### src/rtl/mips_mc_pkg.sv
// rtl/mips_mc_pkg.sv - shared types and encodings for the multicycle MIPS control FSM
package mips_mc_pkg;

  typedef enum logic [3:0] {
    S_FETCH,
    S_DECODE,
    S_MEMADR,
    S_MEMRD,
    S_MEMWB,
    S_MEMWR,
    S_EXECUTE,
    S_ALUWB,
    S_BRANCH,
    S_ADDIEX,
    S_ADDIWB,
    S_JUMP
  } state_e;

  typedef enum logic [1:0] {
    ALUOP_ADD,
    ALUOP_SUB,
    ALUOP_FUNCT
  } alu_op_e;

  localparam logic [5:0] OP_RTYPE = 6'b000000;
  localparam logic [5:0] OP_LW    = 6'b100011;
  localparam logic [5:0] OP_SW    = 6'b101011;
  localparam logic [5:0] OP_BEQ   = 6'b000100;
  localparam logic [5:0] OP_ADDI  = 6'b001000;
  localparam logic [5:0] OP_J     = 6'b000010;

  localparam logic [5:0] FN_ADD = 6'b100000;
  localparam logic [5:0] FN_SUB = 6'b100010;
  localparam logic [5:0] FN_AND = 6'b100100;
  localparam logic [5:0] FN_OR  = 6'b100101;
  localparam logic [5:0] FN_SLT = 6'b101010;

  localparam logic [2:0] ALUC_AND = 3'b000;
  localparam logic [2:0] ALUC_OR  = 3'b001;
  localparam logic [2:0] ALUC_ADD = 3'b010;
  localparam logic [2:0] ALUC_SUB = 3'b110;
  localparam logic [2:0] ALUC_SLT = 3'b111;

endpackage

### src/rtl/mips_alu_decoder.sv
// rtl/mips_alu_decoder.sv - ALUOp/funct to ALUControl decode with funct legality flag
module mips_alu_decoder
  import mips_mc_pkg::*;
#(
  parameter int ALUCTRL_W = 3
) (
  input  alu_op_e              alu_op_i,
  input  logic [5:0]           funct_i,
  output logic [ALUCTRL_W-1:0] alu_control_o,
  output logic                 funct_legal_o
);

  logic [2:0] funct_ctrl;

  // Legality depends on funct alone so DECODE can use it while ALUOp is ADD.
  always_comb begin
    funct_ctrl    = ALUC_ADD;
    funct_legal_o = 1'b1;
    case (funct_i)
      FN_ADD:  funct_ctrl = ALUC_ADD;
      FN_SUB:  funct_ctrl = ALUC_SUB;
      FN_AND:  funct_ctrl = ALUC_AND;
      FN_OR:   funct_ctrl = ALUC_OR;
      FN_SLT:  funct_ctrl = ALUC_SLT;
      default: funct_legal_o = 1'b0;
    endcase
  end

  always_comb begin
    alu_control_o = ALUCTRL_W'(ALUC_ADD);
    case (alu_op_i)
      ALUOP_SUB:   alu_control_o = ALUCTRL_W'(ALUC_SUB);
      ALUOP_FUNCT: alu_control_o = ALUCTRL_W'(funct_ctrl);
      default:     alu_control_o = ALUCTRL_W'(ALUC_ADD);
    endcase
  end

endmodule

### src/rtl/mips_multicycle_ctrl.sv
// rtl/mips_multicycle_ctrl.sv - multicycle MIPS control FSM with memory handshake and retire counter
module mips_multicycle_ctrl
  import mips_mc_pkg::*;
#(
  parameter int CNT_W     = 32,
  parameter int ALUCTRL_W = 3
) (
  input  logic                 clk,
  input  logic                 reset,
  input  logic [5:0]           op,
  input  logic [5:0]           funct,
  input  logic                 mem_ready,
  output logic                 IorD,
  output logic                 MemWrite,
  output logic                 IRWrite,
  output logic                 PCWrite,
  output logic                 Branch,
  output logic [1:0]           PCSrc,
  output logic                 ALUSrcA,
  output logic [1:0]           ALUSrcB,
  output logic                 RegDst,
  output logic                 MemtoReg,
  output logic                 RegWrite,
  output logic [ALUCTRL_W-1:0] ALUControl,
  output logic                 instr_done,
  output logic                 illegal_op,
  output logic [CNT_W-1:0]     instr_count
);

  state_e                 state_q, state_d;
  logic [CNT_W-1:0]       count_q, count_d;
  alu_op_e                alu_op;
  logic                   alu_used;
  logic [ALUCTRL_W-1:0]   alu_control;
  logic                   funct_legal;

  mips_alu_decoder #(
    .ALUCTRL_W(ALUCTRL_W)
  ) u_alu_decoder (
    .alu_op_i      (alu_op),
    .funct_i       (funct),
    .alu_control_o (alu_control),
    .funct_legal_o (funct_legal)
  );

  // States that do not drive the ALU present ALUControl as 0.
  always_comb begin
    alu_op   = ALUOP_ADD;
    alu_used = 1'b0;
    case (state_q)
      S_FETCH, S_DECODE, S_MEMADR, S_ADDIEX: alu_used = 1'b1;
      S_EXECUTE: begin
        alu_used = 1'b1;
        alu_op   = ALUOP_FUNCT;
      end
      S_BRANCH: begin
        alu_used = 1'b1;
        alu_op   = ALUOP_SUB;
      end
      default: alu_used = 1'b0;
    endcase
  end

  assign ALUControl  = (alu_used && !reset) ? alu_control : '0;
  assign instr_count = reset ? '0 : count_q;

  always_comb begin
    state_d    = state_q;
    IorD       = 1'b0;
    MemWrite   = 1'b0;
    IRWrite    = 1'b0;
    PCWrite    = 1'b0;
    Branch     = 1'b0;
    PCSrc      = 2'b00;
    ALUSrcA    = 1'b0;
    ALUSrcB    = 2'b00;
    RegDst     = 1'b0;
    MemtoReg   = 1'b0;
    RegWrite   = 1'b0;
    instr_done = 1'b0;
    illegal_op = 1'b0;
    case (state_q)
      S_FETCH: begin
        ALUSrcB = 2'b01;
        IRWrite = mem_ready;
        PCWrite = mem_ready;
        if (mem_ready) state_d = S_DECODE;
      end
      S_DECODE: begin
        ALUSrcB = 2'b11;
        case (op)
          OP_LW, OP_SW: state_d = S_MEMADR;
          OP_BEQ:       state_d = S_BRANCH;
          OP_ADDI:      state_d = S_ADDIEX;
          OP_J:         state_d = S_JUMP;
          OP_RTYPE: begin
            if (funct_legal) begin
              state_d = S_EXECUTE;
            end else begin
              state_d    = S_FETCH;
              illegal_op = 1'b1;
            end
          end
          default: begin
            state_d    = S_FETCH;
            illegal_op = 1'b1;
          end
        endcase
      end
      S_MEMADR: begin
        ALUSrcA = 1'b1;
        ALUSrcB = 2'b10;
        state_d = (op == OP_SW) ? S_MEMWR : S_MEMRD;
      end
      S_MEMRD: begin
        IorD = 1'b1;
        if (mem_ready) state_d = S_MEMWB;
      end
      S_MEMWB: begin
        MemtoReg   = 1'b1;
        RegWrite   = 1'b1;
        instr_done = 1'b1;
        state_d    = S_FETCH;
      end
      S_MEMWR: begin
        IorD     = 1'b1;
        MemWrite = 1'b1;
        if (mem_ready) begin
          instr_done = 1'b1;
          state_d    = S_FETCH;
        end
      end
      S_EXECUTE: begin
        ALUSrcA = 1'b1;
        state_d = S_ALUWB;
      end
      S_ALUWB: begin
        RegDst     = 1'b1;
        RegWrite   = 1'b1;
        instr_done = 1'b1;
        state_d    = S_FETCH;
      end
      S_BRANCH: begin
        ALUSrcA    = 1'b1;
        Branch     = 1'b1;
        PCSrc      = 2'b01;
        instr_done = 1'b1;
        state_d    = S_FETCH;
      end
      S_ADDIEX: begin
        ALUSrcA = 1'b1;
        ALUSrcB = 2'b10;
        state_d = S_ADDIWB;
      end
      S_ADDIWB: begin
        RegWrite   = 1'b1;
        instr_done = 1'b1;
        state_d    = S_FETCH;
      end
      S_JUMP: begin
        PCSrc      = 2'b10;
        PCWrite    = 1'b1;
        instr_done = 1'b1;
        state_d    = S_FETCH;
      end
      default: state_d = S_FETCH;
    endcase
    // Reset masks every strobe immediately, including a write already in flight.
    if (reset) begin
      IorD       = 1'b0;
      MemWrite   = 1'b0;
      IRWrite    = 1'b0;
      PCWrite    = 1'b0;
      Branch     = 1'b0;
      PCSrc      = 2'b00;
      ALUSrcA    = 1'b0;
      ALUSrcB    = 2'b00;
      RegDst     = 1'b0;
      MemtoReg   = 1'b0;
      RegWrite   = 1'b0;
      instr_done = 1'b0;
      illegal_op = 1'b0;
    end
    count_d = instr_done ? count_q + CNT_W'(1) : count_q;
  end

  always_ff @(posedge clk) begin
    if (reset) begin
      state_q <= S_FETCH;
      count_q <= '0;
    end else begin
      state_q <= state_d;
      count_q <= count_d;
    end
  end

endmodule

### config.mk
export PLATFORM = sky130hd
export DESIGN_NAME = mips_multicycle_ctrl
export DESIGN_NICKNAME = d
export VERILOG_FILES = /design/src/rtl/mips_mc_pkg.sv /design/src/rtl/mips_alu_decoder.sv /design/src/rtl/mips_multicycle_ctrl.sv
export SDC_FILE = /design/constraint.sdc
export NUM_CORES = 1
export LEC_CHECK = 0
export ABC_CLOCK_PERIOD_IN_PS = 2100
export CAP_MARGIN = 20
export CORE_MARGIN = 2
export CORE_UTILIZATION = 44
export DETAILED_ROUTE_END_ITERATION = 8
export PLACE_DENSITY = 0.76
export SYNTH_ARGS = -nofsm -noshare
export SYNTH_HDL_FRONTEND = slang
export SYNTH_SLANG_ARGS = --single-unit
### constraint.sdc
create_clock -name clk -period 2.1 [get_ports clk]
set_clock_uncertainty 0.05 [all_clocks]
set_input_delay 0.63 -clock clk [delete_from_list [all_inputs] [get_ports clk]]
set_output_delay 0.63 -clock clk [all_outputs]
set_load 0.05 [all_outputs]
==> impl_results.md, run 1 <==
* Status: did not finish
* Fail Step: global routing
* Err: [ERROR DPL-0038] Utilization greater than 100%, impossible to legalize
* Clk sinks at 36
* Synth cell types at 51
* Post-synth EDFFs at 0
* Adder-cell area share of the yosys netlist at 1.93%
* Clock Root Buffer: clkbuf_8
* Placer Congestion at 0.955
* #FFs+latches synth at 36
* Starting Density at 45.2%
* Syn Inst Count at 324
* DP Worst Slack at -0.800 ns
* Share of synthesized registers carrying an async set or reset at 0%
* Synth top area share at 29.3%
* Synth Net Count at 342
* Yosys warns at 0
* Largest family of logic cells by synthesized area: simple AND/OR/NAND/NOR gates
* Longest Clk Path Bufs at 2
* Hpwl dp at 6740 um
* Worst EP kind: top-level output
* H-Tree Depth at 2
* Die width at 78.7 um
* Compound-cell area share of the yosys netlist at 13.9%
* Synth top area cells: dfxtp_1 29%, nor2b_1 8.9%, nor2_1 6.4%
* Post-Synth XOR/XNOR Area at 5.35%
* Multiplexer share of the synthesized area at 4.07%
* Yosys top cell by area: dfxtp_1
* Num CTS Buffers at 5
* Port Buffer Count at 64
* Synth Area per Inst at 7.58 um2
* Post-synthesis simple-gate area fraction at 41.3%
* IO Pins at 65
* Die Ht at 78.7 um
* Largest net degree at the start of global routing at 21
* Sequential fraction of the synthesis area at 29.3%
* Worst EP post-GRT repair: illegal_op
* Num rows at 27
* Synthesized area at 2460 um2
* Primary FF master, synth: dfxtp_1
[what timing repair did]
item | CTS
resized for setup | 122
pin swaps | 26
setup endpoints to repair | 53
hold buffers | 0
gates cloned | 0
buffers inserted | 21
[stage by stage]
| step | hold WS [ns] | cell area (um2) | std cells |
|---|---|---|---|
| CTS | 0.471 | 5230 | 548 |
| detailed placement | 0.457 | 4610 | 520 |
| global placement | 0.419 | 4610 | 520 |
| floorplan | 0.408 | 2980 | 324 |
[cells in the mapped netlist, drive strengths merged (8+ instances only)]
library cell  count
nor4             12
mux2              8
nand2            17
nand3            14
nor2b            35
nor2             42
inv               8
or3              14
a21oi            17
clkbuf           13
o21ai            17
xnor2            11
dfxtp            36
nor3             15
[logic make-up after synthesis]
group	after synthesis
AND/OR/NAND/NOR	182
AO/OA/AOI/OAI	53
flip-flops	36
buffers and inverters	25
adder cells (fa/ha/maj)	4
multiplexers	9
XOR/XNOR	15
==> inputs of run 2 (changes only) <==
- ABC_CLOCK_PERIOD_IN_PS: 2100 -> 2700
- CORE_UTILIZATION: 44 -> 40
- PLACE_DENSITY: 0.76 -> not set
- PLACE_DENSITY_LB_ADDON: not set -> 0.15
- clock period: 2.1 -> 2.7 ns (I/O delays scaled with it)
==> run 2 against run 1 <==
Synthesized cell count is the same. Area after synthesis is the same. The flow now finishes, with violations (setup timing).
==> impl_results.md, run 2 <==
* Status: complete, but fails checks
* Failing checks: setup timing
* WP buf/inv at 2
* Die width at 82.4 um
* Worst-path maximum fanout at 2
* Required time of the critical path at 1.84 ns
* Max reg flops at 32
* Synth cell types at 51
* Yosys warns at 0
* DRC violation count after routing at 0
* Tmin final at 2.86 ns
* Slowest stage cell, crit path: or3_4
* Clock slew at reported path FFs at 0.07 ns
* Longest Clk Path Bufs at 2
* Power per cell area at 263 nW/um2
* Pleak at 0.00157 uW
* Class of the worst hold path: reg -> reg
* Max frequency at 350 MHz
* Port Buffer Count at 64
* Vias in the first global route at 2621
* Synth Area per Inst at 7.58 um2
* Hold Violations, Final at 0
* WL final at 7000 um
* Die Ht at 82.4 um
* Largest regs: count_q: 32 flops, state_q: 4 flops
* Num CTS Buffers at 5
* Cells along the critical path: buf_6, or3_4, nor4_4, a21oi_2, a211oi_4, buf_12
* Share of synthesized registers carrying an async set or reset at 0%
* DRT iter0 DRCs at 161
* Area Overhead vs Synth at 68.6%
* Largest net degree at the start of global routing at 18
* Wire per inst at 13.9 um
* Dpl cells at 496
* Sequential fraction of the synthesis area at 29.3%
* Delay-heaviest family, CP: simple AND/OR/NAND/NOR gates
* Post-synth EDFFs at 0
* Synth Net Count at 342
* WS Path Type: in -> out
* Final nets at 448
* Ant. Diodes at 0
* Synth top cells by count: 42 x nor2_1, 36 x dfxtp_1, 35 x nor2b_1, 17 x a21oi_1, 17 x nand2_1
* RSZ-0062 raised after global routing: yes
* CTS tree: done
* IO Pins at 65
* Synth top area share at 29.3%
* Starting Density at 41.5%
* Final WS setup at -0.157 ns
* Most frequent cells in the layout: 67 x buf_4, 34 x dfxtp_1, 30 x nor2_1
* Slew Limit Fails at 0
* Register bank with the most flops: count_q
* Crit path capture type: output pin
* Synth top area cells: dfxtp_1 29%, nor2b_1 8.9%, nor2_1 6.4%
* Most common cell in the netlist: nor2_1
* Slew @ Worst Pin at 0.386 ns
* Num rows at 28
* Final setup viols at 1
* Arrival @ worst endpoint at 2.00 ns
* DR vias/cell at 5.36
* Clock Root Buffer: clkbuf_8
* Synthesized area at 2460 um2
* Clock latency on the worst-skew pair at 0.28 ns
* Die area at 6790 um2
* Max-cap viol count at 0
* VDD IR max at 0.178 mV
* Syn Inst Count at 324
* Placer Congestion at 0.933
* Layout cells sized above 1 at 45.1%
* GRT Util Overall at 21.9%
* H-Tree Depth at 2
* Clk sinks at 36
* #FFs+latches synth at 36
* Commonest non-fill, non-tap cell in the layout: buf_4
* CP max stage delay at 0.40 ns
* DP Worst Slack at -0.570 ns
* Routed Antenna Nets at 0
* Crit share post-route at 106%
* Via count of the routed design at 2706
* Drt pass-1 iters at 4
* Fin cells at 505
* Hpwl dp at 5340 um
* Grt ovf at 0
* Final core occ at 70.0%
* Primary FF master, synth: dfxtp_1
* Slew margin rel. at 74.1%
* Core Area at 5920 um2
* Antenna violations before repair at 0
* Yosys top cell by area: dfxtp_1
* Startpoint Class: input port
* First-pass GRT wire length at 11800 um
[run 2: tightest hold or removal path, stage by stage, from the launching register on]
cell and delay (ns):
dfxtp_1 0.32, o21ai_0 0.07, a21oi_1 0.06
[run 2: report_power, final]
part	internal (uW)	switching [uW]	leakage, uW
sequential	532	2.88	0.000291
clock	175	183	0.0000410
combinational	86.0	110	0.00123
[run 2: cells by family (layout without fill, tap and decap cells)]
family | after synthesis | in the layout | share of synthesized area, %
adders and majority gates | 4 | 4 | 1.94
buffers and inverters | 25 | 131 | 4.07
xor gates and xnor gates | 15 | 15 | 5.35
muxes | 9 | 9 | 4.07
AOI/OAI and AO/OA | 53 | 53 | 13.9
and+or+nand+nor | 182 | 182 | 41.3
DFF | 36 | 36 | 29.3
[run 2: worst paths after layout]
check | slack [ns] | to | depth (start not counted) | from
hold / removal | 0.45 | count_q[30] | 2 | count_q[30]
setup reg to reg | 0.46 | count_q[28] | 6 | state_q[3]
hold reg to reg | 0.45 | count_q[30] | 2 | count_q[30]
setup / recovery | -0.16 | illegal_op | 6 | op[5]
[run 2: layout make-up]
class	instances	area, um2
multi-input combinational	263	1970
fill	453	1780
timing repair buffer	116	1250
sequential	36	726
tap	75	93.8
clock buffer	6	72.6
inverter	8	30.0
clock inverter	1	5.00
[run 2: per-layer routing]
layer  global-route usage (%)  vias to the layer above  share of wire, %
met1                     29.7                     1267                45
met4                     6.33                        0              0.94
met3                     3.70                        7               5.5
met2                     35.8                       70                48
li1                         -                     1362                 -
met5                        0                        -                 0
[run 2: timing repair]
item,CTS,global route
setup buffers,2,0
cloned,0,0
setup endpoints to repair,9,9
pin swaps,13,12
hold buffers,0,0
gates resized for setup,55,25
[run 2: per-stage QoR]
stage	power [uW]	area [um2]	TNS [ns]	hold slack [ns]
CTS	1100	4090	-0.270	0.440
detailed placement	729	3890	-2.87	0.429
global route	1140	4140	-0.233	0.478
floorplan	643	2650	-0.550	0.408
global placement	727	3890	-2.47	0.418
finish	1090	4140	-0.157	0.448
(Power assumes the default switching activity.)
==> inputs of run 3 (changes only) <==
- CORE_UTILIZATION: 40 -> 49
==> run 3 against run 2 <==
Fmax fell by 0.38%. Non-clock buffer count rose by 2. The flow still finishes with violations (setup timing). Global-route usage rose by 5.6 points. Sequential power barely moved. Die area fell by 18%. Clock-buffer cell count did not move. Critical path type unchanged. Routed wire length rose by 13%. Final area fell by 1.0%. Critical endpoint unchanged. Total power rose by 2.6%. Combinational power rose by 9%. Critical path depth did not move. Final cell count fell by 1.2%.
==> impl_results.md, run 3 (synthesis gave the netlist of run 2 again) <==
* Delay-heaviest family, CP: simple AND/OR/NAND/NOR gates
* Status: complete, but fails checks
* Final setup viols at 3
* Clk sinks at 36
* Longest Clk Path Bufs at 2
* Clock slew at reported path FFs at 0.07 ns
* Crit share post-route at 106%
* Most frequent cells in the layout: 75 x buf_4, 34 x dfxtp_1, 31 x nor2_1
* DR vias/cell at 5.65
* Arrival @ worst endpoint at 2.01 ns
* WL final at 7900 um
* Slew Limit Fails at 0
* VDD IR max at 0.320 mV
* Fill count at 298
* Clock latency on the worst-skew pair at 0.29 ns
* Clock Root Buffer: clkbuf_8
* Total power at 1120 uW
* Wire per inst at 15.8 um
* Num CTS Buffers at 5
* Antenna violations before repair at 0
* Startpoint Class: input port
* Dpl cell area at 3820 um2
* Die Ht at 74.8 um
* Crit path capture type: output pin
* Slew margin rel. at 72.6%
* Power per cell area at 273 nW/um2
* Slew @ Worst Pin at 0.408 ns
* Required time of the critical path at 1.84 ns
* DP Worst Slack at -0.606 ns
* GRT Util Overall at 27.6%
* Vias in the first global route at 2654
* Max-cap viol count at 0
* Die area at 5600 um2
* CP max stage delay at 0.39 ns
* Class of the worst hold path: reg -> reg
* Num rows at 25
* Placer Congestion at 0.887
* Hpwl dp at 5520 um
* Final nets at 450
* WP buf/inv at 2
* Register bank with the most flops: count_q
* RSZ-0062 raised after global routing: yes
* First-pass GRT wire length at 12100 um
* WP depth at 6
* IO Pins at 65
* WS Path Type: in -> out
* Area Overhead vs Synth at 66.9%
* Slowest stage cell, crit path: or3_4
* Starting Density at 51.3%
* Drt pass-1 iters at 4
* Failing checks: setup timing
* Port Buffer Count at 64
* Largest net degree at the start of global routing at 22
* Ant. Diodes at 0
* Pleak at 0.00158 uW
* Worst Reg-to-Reg Cells at 7
* DRT iter0 DRCs at 218
* Via count of the routed design at 2819
* Routed Antenna Nets at 0
* Hold Violations, Final at 0
* Dpl cells at 485
* Max reg flops at 32
* Final instance area at 4100 um2
* Layout cells sized above 1 at 44.9%
* Fin cells at 499
* Final WS setup at -0.168 ns
* Largest regs: count_q: 32 flops, state_q: 4 flops
* Die width at 74.8 um
* Core Area at 4790 um2
* Worst-path maximum fanout at 2
* DRC violation count after routing at 0
* Commonest non-fill, non-tap cell in the layout: buf_4
* FF-to-FF Start: state_q[3]
* Tmin final at 2.87 ns
* Hold Path Origin: count_q[30]
* Post-CTS Hold Fix Bufs at 0
* H-Tree Depth at 2
* Hold path depth at 2
* Grt ovf at 0
* CTS tree: done
* Cells along the critical path: buf_6, or3_4, nor4_4, a21oi_2, a211oi_4, buf_12
* Critical Path Source: op[5]
* Max frequency at 349 MHz
* Setup TNS at -0.224 ns
==> run 3: through the flow <==
step	util (%)	hold slack, ns
floorplan	-	0.408
finish	85.7	0.464
CTS	83.8	0.459
global route	85.7	0.503
detailed placement	79.8	0.448
global placement	79.8	0.419
==> run 3: path summary, 6_finish.rpt <==
path	end	slack, ns
setup / recovery	illegal_op	-0.17
hold / removal	count_q[30]	0.46
setup reg to reg	count_q[26]	0.37
hold reg to reg	count_q[30]	0.46
==> run 3: power breakdown <==
part / switching [uW] / leakage (uW) / internal (uW)
Combinational: 118 / 0.00125 / 96.5
Sequential: 2.58 / 0.000291 / 532
Clock: 193 / 0.0000410 / 176
Total: 314 / 0.00158 / 804
==> run 3: worst register-to-register path: stages, from the launching register on <==
cell and delay, ns:
dfxtp_1 0.36, buf_4 0.22, nor2b_1 0.29, a2bb2oi_4 0.13, or3_1 0.50, buf_4 0.20, or3_1 0.35, a21oi_1 0.17
==> run 3: final cells by class <==
cell class              instances  area (um2)  share of cell area [%]
well taps                      67        83.8                    2.04
clock buffers                   6        72.6                    1.77
inverters                       8        30.0                   0.732
repair buffers                118        1210                    29.5
multi-input cells             263        1980                    48.2
clock inverters                 1        5.00                   0.122
flip-flops and latches         36         723                    17.6
==> run 3: layer usage <==
metal | global-route usage (%) | part of all wire (%)
met4 | 8.13 | 2.2
met5 | 0 | 0
met1 | 34.0 | 40
met2 | 49.3 | 53
met3 | 4.69 | 5.0
==> run 3: timing repair <==
| action | 4_1_cts | 5_1_grt |
|---|---|---|
| pin swaps | 13 | 10 |
| buffers inserted | 4 | 3 |
| gates resized for setup | 50 | 29 |
| endpoints found under the setup margin | 7 | 7 |
==> inputs of run 4 (changes only) <==
--- a/config.mk
+++ b/config.mk
@@ -6,8 +6,10 @@
 export NUM_CORES = 1
 export LEC_CHECK = 0
+export ABC_AREA = 1
 export ABC_CLOCK_PERIOD_IN_PS = 2700
 export CAP_MARGIN = 20
 export CORE_MARGIN = 2
-export CORE_UTILIZATION = 49
+export CORE_UTILIZATION = 53
+export CTS_BUF_LIST = sky130_fd_sc_hd__clkbuf_2
 export DETAILED_ROUTE_END_ITERATION = 8
 export PLACE_DENSITY_LB_ADDON = 0.15
==> constraint.sdc (replaced) <==
create_clock -name clk -period 2.7 [get_ports clk]
set_clock_uncertainty 0.05 [all_clocks]
set_input_delay 0.675 -clock clk [delete_from_list [all_inputs] [get_ports clk]]
set_output_delay 0.675 -clock clk [all_outputs]
set_load 0.05 [all_outputs]
==> run 4 against run 3 <==
The flow still finishes with violations (setup timing). Non-clock buffer count down 12. Clock-buffer cell count unchanged. Total power down 11%. Sequential share of layout area down 0.95 points. First-iteration DRC count up 110%. Worst hold slack worse by 0.014 ns. Final cell count up 34%. Clock power down 31%. Register-to-register slack better by 0.03 ns. Critical path type is now reg -> out. Critical endpoint is now ALUControl[0].
==> impl_results.md, run 4 <==
* Grt ovf at 0
* Ant. Diodes at 0
* Final instance area at 4390 um2
* Worst-path maximum fanout at 3
* CP max stage delay at 0.41 ns
* Synthesized area at 2890 um2
* Final WS setup at -0.0716 ns
* H-Tree Depth at 2
* Crit path capture type: output pin
* Class of the worst hold path: reg -> reg
* Total power at 1000 uW
* Hold slack at 0.450 ns
* Slew Limit Fails at 0
* RSZ-0062 raised after global routing: yes
* Hold endpoint: count_q[30]
* Delay-heaviest family, CP: simple AND/OR/NAND/NOR gates
* Hold Violations, Final at 0
* Max-cap viol count at 0
* Yosys warns at 0
* Wire per inst at 17.8 um
* #FFs+latches synth at 36
* DP Worst Slack at -0.441 ns
* Syn Inst Count at 499
* Hold path depth at 2
* WL final at 11900 um
* Starting Density at 55.8%
* Tmin final at 2.77 ns
* Die area at 6060 um2
* Fill count at 302
* Most frequent cells in the layout: 124 x nand2_1, 90 x nor2_1, 61 x inv_1
* Commonest non-fill, non-tap cell in the layout: nand2_1
* Worst Reg-to-Reg Cells at 12
* Clock latency on the worst-skew pair at 0.39 ns
* Required time of the critical path at 1.98 ns
* Hpwl dp at 6650 um
* GRT Util Overall at 34.8%
* Arrival @ worst endpoint at 2.05 ns
* Slowest stage cell, crit path: dfxtp_4
* Hold Path Origin: count_q[30]
* Die width at 77.8 um
* Final setup viols at 5
* Max frequency at 361 MHz
* Synth top area cells: dfxtp_1 25%, nand2_1 17%, nor2_1 14%
* Longest Clk Path Bufs at 2
* Antenna violations before repair at 0
* Dpl cell area at 3900 um2
* Drt pass-1 iters at 8
* Final nets at 616
* WP buf/inv at 4
* Largest net degree at the start of global routing at 32
* Num rows at 26
* CTS tree: done
* Primary FF master, synth: dfxtp_1
* DRT iter0 DRCs at 449
* IO Pins at 65
* Slew @ Worst Pin at 0.447 ns
* Clock Root Buffer: clkbuf_2
* R2r setup slk at 0.40 ns
* Status: complete, but fails checks
* WS Path Type: reg -> out
* Layout cells sized above 1 at 31.1%
* Failing checks: setup timing
* Num CTS Buffers at 5
* Vias in the first global route at 3517
* Sequential fraction of the synthesis area at 25.0%
* Power per cell area at 228 nW/um2
* Synth top cells by count: 132 x nand2_1, 104 x nor2_1, 68 x inv_1, 36 x dfxtp_1, 32 x a21oi_1
* Most common cell in the netlist: nand2_1
* First-pass GRT wire length at 16800 um
* Slew margin rel. at 70.2%
* FF-to-FF Start: state_q[1]
* Final core occ at 85.0%
* Placer Congestion at 0.919
* Port Buffer Count at 64
* Yosys top cell by area: dfxtp_1
* Crit share post-route at 103%
* Routed Antenna Nets at 0
* Clk sinks at 36
* Clock slew at reported path FFs at 0.20 ns
* DRC violation count after routing at 0
* Register bank with the most flops: count_q
* Cells along the critical path: inv_4, nor2_4, buf_6, nand2_2, inv_2, nor2_2, a31oi_4, nand2_2, nor2_4, buf_12
* Share of synthesized registers carrying an async set or reset at 0%
* Largest regs: count_q: 32 flops, state_q: 4 flops
* Die Ht at 77.8 um
* Synth Net Count at 517
* Synth Area per Inst at 5.79 um2
* Post-synth EDFFs at 0
* Startpoint Class: flip-flop
* Max reg flops at 32
* Worst flop-to-flop path endpoint: count_q[31]
* Pleak at 0.00184 uW
* Core Area at 5170 um2
* Synth cell types at 34
* DR vias/cell at 5.89
* Via count of the routed design at 3932
* VDD IR max at 0.186 mV
* Post-CTS Hold Fix Bufs at 0
* Synth top area share at 25.0%
* Area Overhead vs Synth at 52.2%
-- run 4: through the flow --
step | TNS [ns] | instances
floorplan | -0.138 | 499
CTS | 0 | 659
global route | -0.450 | 668
detailed placement | -0.921 | 630
global placement | -0.600 | 630
finish | -0.171 | 668
-- run 4: timing repair --
action                                 4_1_cts  5_1_grt
buffers inserted                            22        9
gates resized for setup                     48       46
endpoints found under the hold margin        0        0
setup endpoints to repair                    4        5
pin swaps                                   16       15
-- run 4: worst register-to-register path, stage by stage, from the launching register on --
cell and delay [ns]:
dfxtp_4 0.40, buf_4 0.16, nor2_4 0.14, nand2_4 0.10, buf_4 0.15, buf_4 0.13, nand3_2 0.10, nor2_4 0.08
nor2_8 0.11, buf_4 0.27, clkinv_4 0.27, nand2_2 0.18, a21oi_2 0.08
-- run 4: report_power, final --
part	switching, uW	internal, uW	total [uW]
Combinational	129	77.8	206
Clock	194	61.9	256
Sequential	4.87	533	537
Total	328	672	1000
-- run 4: logic make-up (layout without fill, tap and decap cells) --
logic type               after synthesis  after routing  synth area share, %
AND/OR/NAND/NOR                      302            302                 44.3
buffers and inverters                 85            184                 12.5
AO/OA/AOI/OAI                         54             54                 11.2
flip-flops                            36             36                 25.0
XOR/XNOR                              19             19                 5.76
adder cells (fa/ha/maj)                3              3                 1.30
-- run 4: layer usage --
layer	wire length, um	vias up	GRT usage (%)
met3	1220	125	6.63
met5	0	-	0
met4	963	0	17.1
met1	4200	1779	40.1
met2	5520	288	61.1
li1	-	1740	-
-- run 4: worst max-delay path by stage --
stage | startpoint | end | slack (ns) | cells past startpoint
floorplan | mem_ready | PCWrite | -0.14 | 3
global placement | op[5] | illegal_op | -0.29 | 8
detailed placement | op[5] | illegal_op | -0.44 | 8
CTS | state_q[1] | ALUControl[1] | 0.01 | 10
global route | state_q[2] | ALUControl[0] | -0.13 | 8
finish | state_q[1] | ALUControl[0] | -0.07 | 10
-- run 4: layout make-up --
cell class	count	area, um2	area share (%)
flip-flops and latches	36	733	16.7
inverters	71	279	6.35
multi-input cells	378	2050	46.6
clock buffers	6	30.0	0.683
well taps	70	87.6	1.99
repair buffers	106	1210	27.5
clock inverters	1	5.00	0.114
==> edit 1: new RTL, settings of run 2 <==
The parameter `CNT_W` goes from 32 to 36.
--- a/src/rtl/mips_multicycle_ctrl.sv
+++ b/src/rtl/mips_multicycle_ctrl.sv
@@ -3,5 +3,5 @@
   import mips_mc_pkg::*;
 #(
-  parameter int CNT_W     = 32,
+  parameter int CNT_W     = 36,
   parameter int ALUCTRL_W = 3
 ) (
Ports: changed (resized instr_count); port bits go from 65 to 69. No check against the original RTL was run, so the function may have changed too.
==> edit 1 against run 2 <==
The run still ends with setup timing left; critical path depth stayed put; sequential cell count is 4 higher; power is 7.6% higher; synthesized area is 11% higher; first-iteration DRC count is 12% higher; setup slack better by 0.053 ns; critical path type unchanged; utilization is 5.0 points lower; highest routed layer unchanged; wire length is 15% higher; combinational power is 6% higher; cell area is 4.8% higher; via count is 16% higher.
==> edit 1: results (changes against run 2) <==
** Worst setup path
- Launching point of the worst reg2reg path :: count_q[5]
- The arrival time of data at the critical path endpoint came to 1.94 ns (-0.06 ns).
- The critical path starts at reset.
- Slowest cell on crit path :: sky130_fd_sc_hd__nor3_1
- Maximum cell stage delay along the critical path :: 0.27 ns (-0.13 ns)

** Yosys
- The fraction of synthesized cell area in xor and xnor cells is 6.42% (+1.1 points).
- The post-synthesis compound-gate area fraction is 12.3% (-1.6 points).
- The post-synthesis net count was 384 (+12%).
- Fraction of the mapped netlist area in adder cells :: 1.74% (-0.19 points)
- Ranked by total cell area, the synthesized netlist is headed by sky130_fd_sc_hd__dfxtp_1, sky130_fd_sc_hd__nor2b_1, sky130_fd_sc_hd__nor2_1, sky130_fd_sc_hd__xnor2_1, sky130_fd_sc_hd__nand3_1.
- List of most frequent post-synthesis cells :: sky130_fd_sc_hd__nor2_1, sky130_fd_sc_hd__dfxtp_1, sky130_fd_sc_hd__nor2b_1, sky130_fd_sc_hd__nand2_1, sky130_fd_sc_hd__clkbuf_1
- The synthesized area per cell was 7.46 µm² (-1.6%).

** Finish
- The net count reported at finish came to 507 (+13%).
- The layout filler cell count was 600 (+32%).
- The largest registers in the layout are count_q x36, state_q x4.
- Layout Cells excl Fill :: 569 (+13%)

** Global route
- Total GRT Usage :: 21.5% (-0.40 points)
- The number of global-route vias before repair is 2811 (+7.2%).
- Largest net degree at the start of global routing :: 24 (+6)
- Met1 capacity usage during global routing :: 29.0% (-0.69 points)

** Detailed routing
- Met2 Routed Length :: 3910 µm (+15%)
- DR vias :: 3132 (+16%)
- The met1 routed wirelength after detailed routing is 3670 µm (+16%).
- The wire length reported by the detailed router was 8090 µm (+15%).
- The met3 layer wire length in the routed design came to 323 µm (-15%).

** Worst hold path
- HP Start :: count_q[34]

** Status
- The final reports fail on setup timing.
- The flow ran to the end, but the final reports show violations.

** Power
- VDD IR-drop max :: 0.189 mV (+6.1%)
- Leak pwr :: 1.70 nW (+8.6%)

** STA
- The worst setup slack after layout was -0.104 ns (+0.0532 ns).
- The setup violation total in the final timing report is 3 (+2).
- Actual slew at the worst max-slew pin :: 0.553 ns (+0.167 ns)

** Place
- The detailed-placement wirelength estimate is 5950 µm (+12%).
- The last weighted congestion value of the routability-driven placer is 0.856 (-8.2%).
- Worst Setup Slack post-DPL :: -0.553 ns (+0.0165 ns)
- Number of cells in the design after placement :: 545 (+9.9%)
-- edit 1: worst min-delay path, delay by kind of cell (launching register included) --
| family | cells | cell delay, ns |
|---|---|---|
| AOI/OAI and AO/OA | 2 | 0.13 |
| DFF | 1 | 0.32 |
-- edit 1: layout make-up --
type	count	area, µm²	area share, %
Clock buffer	6	72.6	1.67
Multi-Input combinational cell	292	2100	48.4
Sequential cell	40	805	18.5
Tap cell	80	100	2.31
Timing Repair Buffer	140	1220	28.1
Clock inverter	1	5.00	0.115
Inverter	10	37.5	0.865
-- edit 1: cell families after synthesis --
family / Yosys count
xor+xnor: 20
compound gates: 51
mux: 8
fa+ha+maj: 4
simple gates: 209
flops: 40
buf+inv: 34
-- edit 1: worst paths after layout --
path	to	slack (ns)	cells past startpoint
setup / recovery	illegal_op	-0.10	6
hold / removal	count_q[34]	0.44	2
setup reg to reg	count_q[27]	0.27	6
hold reg to reg	count_q[34]	0.44	2
-- edit 1: per-stage QoR --
step / TNS, ns / instance area [µm²] / total power [mW] / hold WS, ns / utilization, %
finish: -0.153 / 4340 / 1.17 / 0.435 / 65.0
global route: -0.432 / 4340 / 1.22 / 0.491 / 65.0
CTS: -0.151 / 4270 / 1.17 / 0.443 / 63.8
detailed placement: -3.98 / 3930 / 0.768 / 0.435 / 58.9
global placement: -3.46 / 3930 / 0.765 / 0.422 / 58.9
floorplan: -0.516 / 2910 / 0.692 / 0.406 / -
-- edit 1: repair_timing --
action,CTS,global route
setup endpoints to repair,20,10
setup buffers,16,4
pin swaps,10,12
cloned,1,0
resized for setup,70,29
-- edit 1: where the power goes --
group / switching [mW] / leakage (nW) / internal (mW)
logic: 0.107 / 1.34 / 0.0999
registers: 0.00112 / 0.323 / 0.590
clock network: 0.199 / 0.0410 / 0.176
==> edit 2: new RTL, config.mk and constraints of run 2 <==
Without the edit above. Encoding of `state_e`: now one-hot (12 bits for 12 states).
--- a/src/rtl/mips_mc_pkg.sv
+++ b/src/rtl/mips_mc_pkg.sv
@@ -2,17 +2,17 @@
 package mips_mc_pkg;
 
-  typedef enum logic [3:0] {
-    S_FETCH,
-    S_DECODE,
-    S_MEMADR,
-    S_MEMRD,
-    S_MEMWB,
-    S_MEMWR,
-    S_EXECUTE,
-    S_ALUWB,
-    S_BRANCH,
-    S_ADDIEX,
-    S_ADDIWB,
-    S_JUMP
+  typedef enum logic [11:0] {
+    S_FETCH   = 12'b000000000001,
+    S_DECODE  = 12'b000000000010,
+    S_MEMADR  = 12'b000000000100,
+    S_MEMRD   = 12'b000000001000,
+    S_MEMWB   = 12'b000000010000,
+    S_MEMWR   = 12'b000000100000,
+    S_EXECUTE = 12'b000001000000,
+    S_ALUWB   = 12'b000010000000,
+    S_BRANCH  = 12'b000100000000,
+    S_ADDIEX  = 12'b001000000000,
+    S_ADDIWB  = 12'b010000000000,
+    S_JUMP    = 12'b100000000000
   } state_e;
 
Behaviour: no difference found for any inputs over 10 cycles, from zero or initial values and one cycle with reset high; not proved beyond that.
==> edit 2 against run 2 <==
The flow still finishes with violations (setup timing); sequential cell count rose by 8; cell area rose by 7.0%; register-to-register slack lost 0.09 ns; synthesized area grew 19%; wire length grew 13%; highest routed layer unchanged; sequential power up 23%; largest cell class unchanged; critical path depth rose by 1; critical path type is now reg -> out; combinational power grew 31%; clock power increased by 39%; power is 30% higher; setup slack got worse by 0.24 ns; final cell count grew 13%.
==> edit 2: results (changes against run 2) <==
** Worst setup path
- In this run the worst setup path begins at state_q[11].
- In this run the worst setup path terminates at ALUControl[0].
- The arrival time of data at the critical path endpoint came to 2.24 ns (+0.24 ns).
- The delay contributed by the slowest stage of the critical path is 0.42 ns (+0.02 ns).
- The number of cells on the worst reg-to-reg path came to 9 (+3).
- The top fanout value on the critical path was 3 (+1).

** Yosys
- List of most frequent post-synthesis cells :: sky130_fd_sc_hd__dfxtp_1, sky130_fd_sc_hd__nor2_1, sky130_fd_sc_hd__nor2b_1, sky130_fd_sc_hd__nand3_1
- Seq/Total Area, Yosys :: 30.2% (+0.85 points)
- The post-synthesis compound-gate area fraction came to 13.2% (-0.74 points).
- After synthesis, the cell types taking the most area are sky130_fd_sc_hd__dfxtp_1, sky130_fd_sc_hd__nor2b_1, sky130_fd_sc_hd__nor2_1, sky130_fd_sc_hd__xnor2_1, sky130_fd_sc_hd__nand4_1.
- The proportion of synthesized area in mux cells was 2.31% (-1.8 points).
- The fraction of synthesized cell area in xor and xnor cells was 6.90% (+1.6 points).
- Nets in the synthesized netlist :: 372 (+8.8%)
- The adder-cell area share of the yosys netlist came to 1.29% (-0.65 points).

** STA
- The worst hold margin came to 0.429 ns (-0.0185 ns).
- The worst slew margin relative to its limit came to 72.9% (-1.2 points).
- The setup violation total in the final timing report was 11 (+10).
- The worst setup slack after layout was -0.396 ns (-0.238 ns).
- Setup Total Neg Slack :: -2.89 ns (-2.73 ns)

** Global route
- Wire length of the first global-routing pass :: 13100 µm (+11%)
- The global routing usage on met2 is 36.8% (+1.0 points).
- The fraction of met3 tracks used by global routing came to 2.77% (-0.93 points).
- The met1 usage in global routing came to 25.7% (-4.0 points).
- Total GRT Usage :: 20.5% (-1.4 points)

** Detailed routing
- The wire length on met2 was 4050 µm (+19%).
- The met1 routed wirelength after detailed routing came to 3460 µm (+9.7%).
- The wire length reported by the detailed router came to 7880 µm (+13%).
- Number of iterations in the first detailed-routing pass :: 5 (+1)
- The met3 layer wire length in the routed design was 317 µm (-17%).

** Finish
- The largest registers in the layout are count_q x32, state_q x12.
- The layout filler cell count is 652 (+44%).
- Fraction of final layout cells sized beyond drive strength 1 :: 44.3% (-0.84 points)
- Net total in the final layout :: 489 (+9.2%)

** Clocking
- The post-CTS resize count came to 38 (-31%).
- Total setup buffers inserted after CTS :: 12 (+10)

** Place
- The placed cell area is 4110 µm² (+5.6%).

** Status
- Violated checks :: setup timing
- The run finished, with violations left.

** Power
- The cell leakage power was 1.79 nW (+14%).
- Clock Power :: 0.500 mW (+39%)
- Net switching share of the total power :: 25.6% (-1.6 points)

** Worst hold path
- Min-Delay Endpoint :: count_q[31]
- In this run the most critical hold path is launched from count_q[31].
-- edit 2: changes by cell type after synthesis, sizes merged, moves of 6 or more --
cell	change
buf	+13
or3	-7
o21ai	-11
dfxtp	+8
and3	+10
nand4	+9
a21oi	-6
-- edit 2: stage by stage --
stage | std cells | worst slack (ns) | total power [mW]
2_1_floorplan | 354 | -0.346 | 0.820
3_3_place_gp | 546 | -0.594 | 0.912
3_5_place_dp | 546 | -0.625 | 0.915
4_1_cts | 565 | -0.405 | 1.42
5_1_grt | 571 | -0.503 | 1.48
6_report | 571 | -0.396 | 1.42
-- edit 2: final cells by class --
class	instances	area [µm²]	share of cell area (%)
Clock inverter	2	35.0	0.790
Multi-Input combinational cell	275	2120	47.7
Tap cell	99	124	2.79
Inverter	9	33.8	0.762
Sequential cell	44	888	20.0
Clock buffer	6	72.6	1.64
Timing Repair Buffer	136	1160	26.2
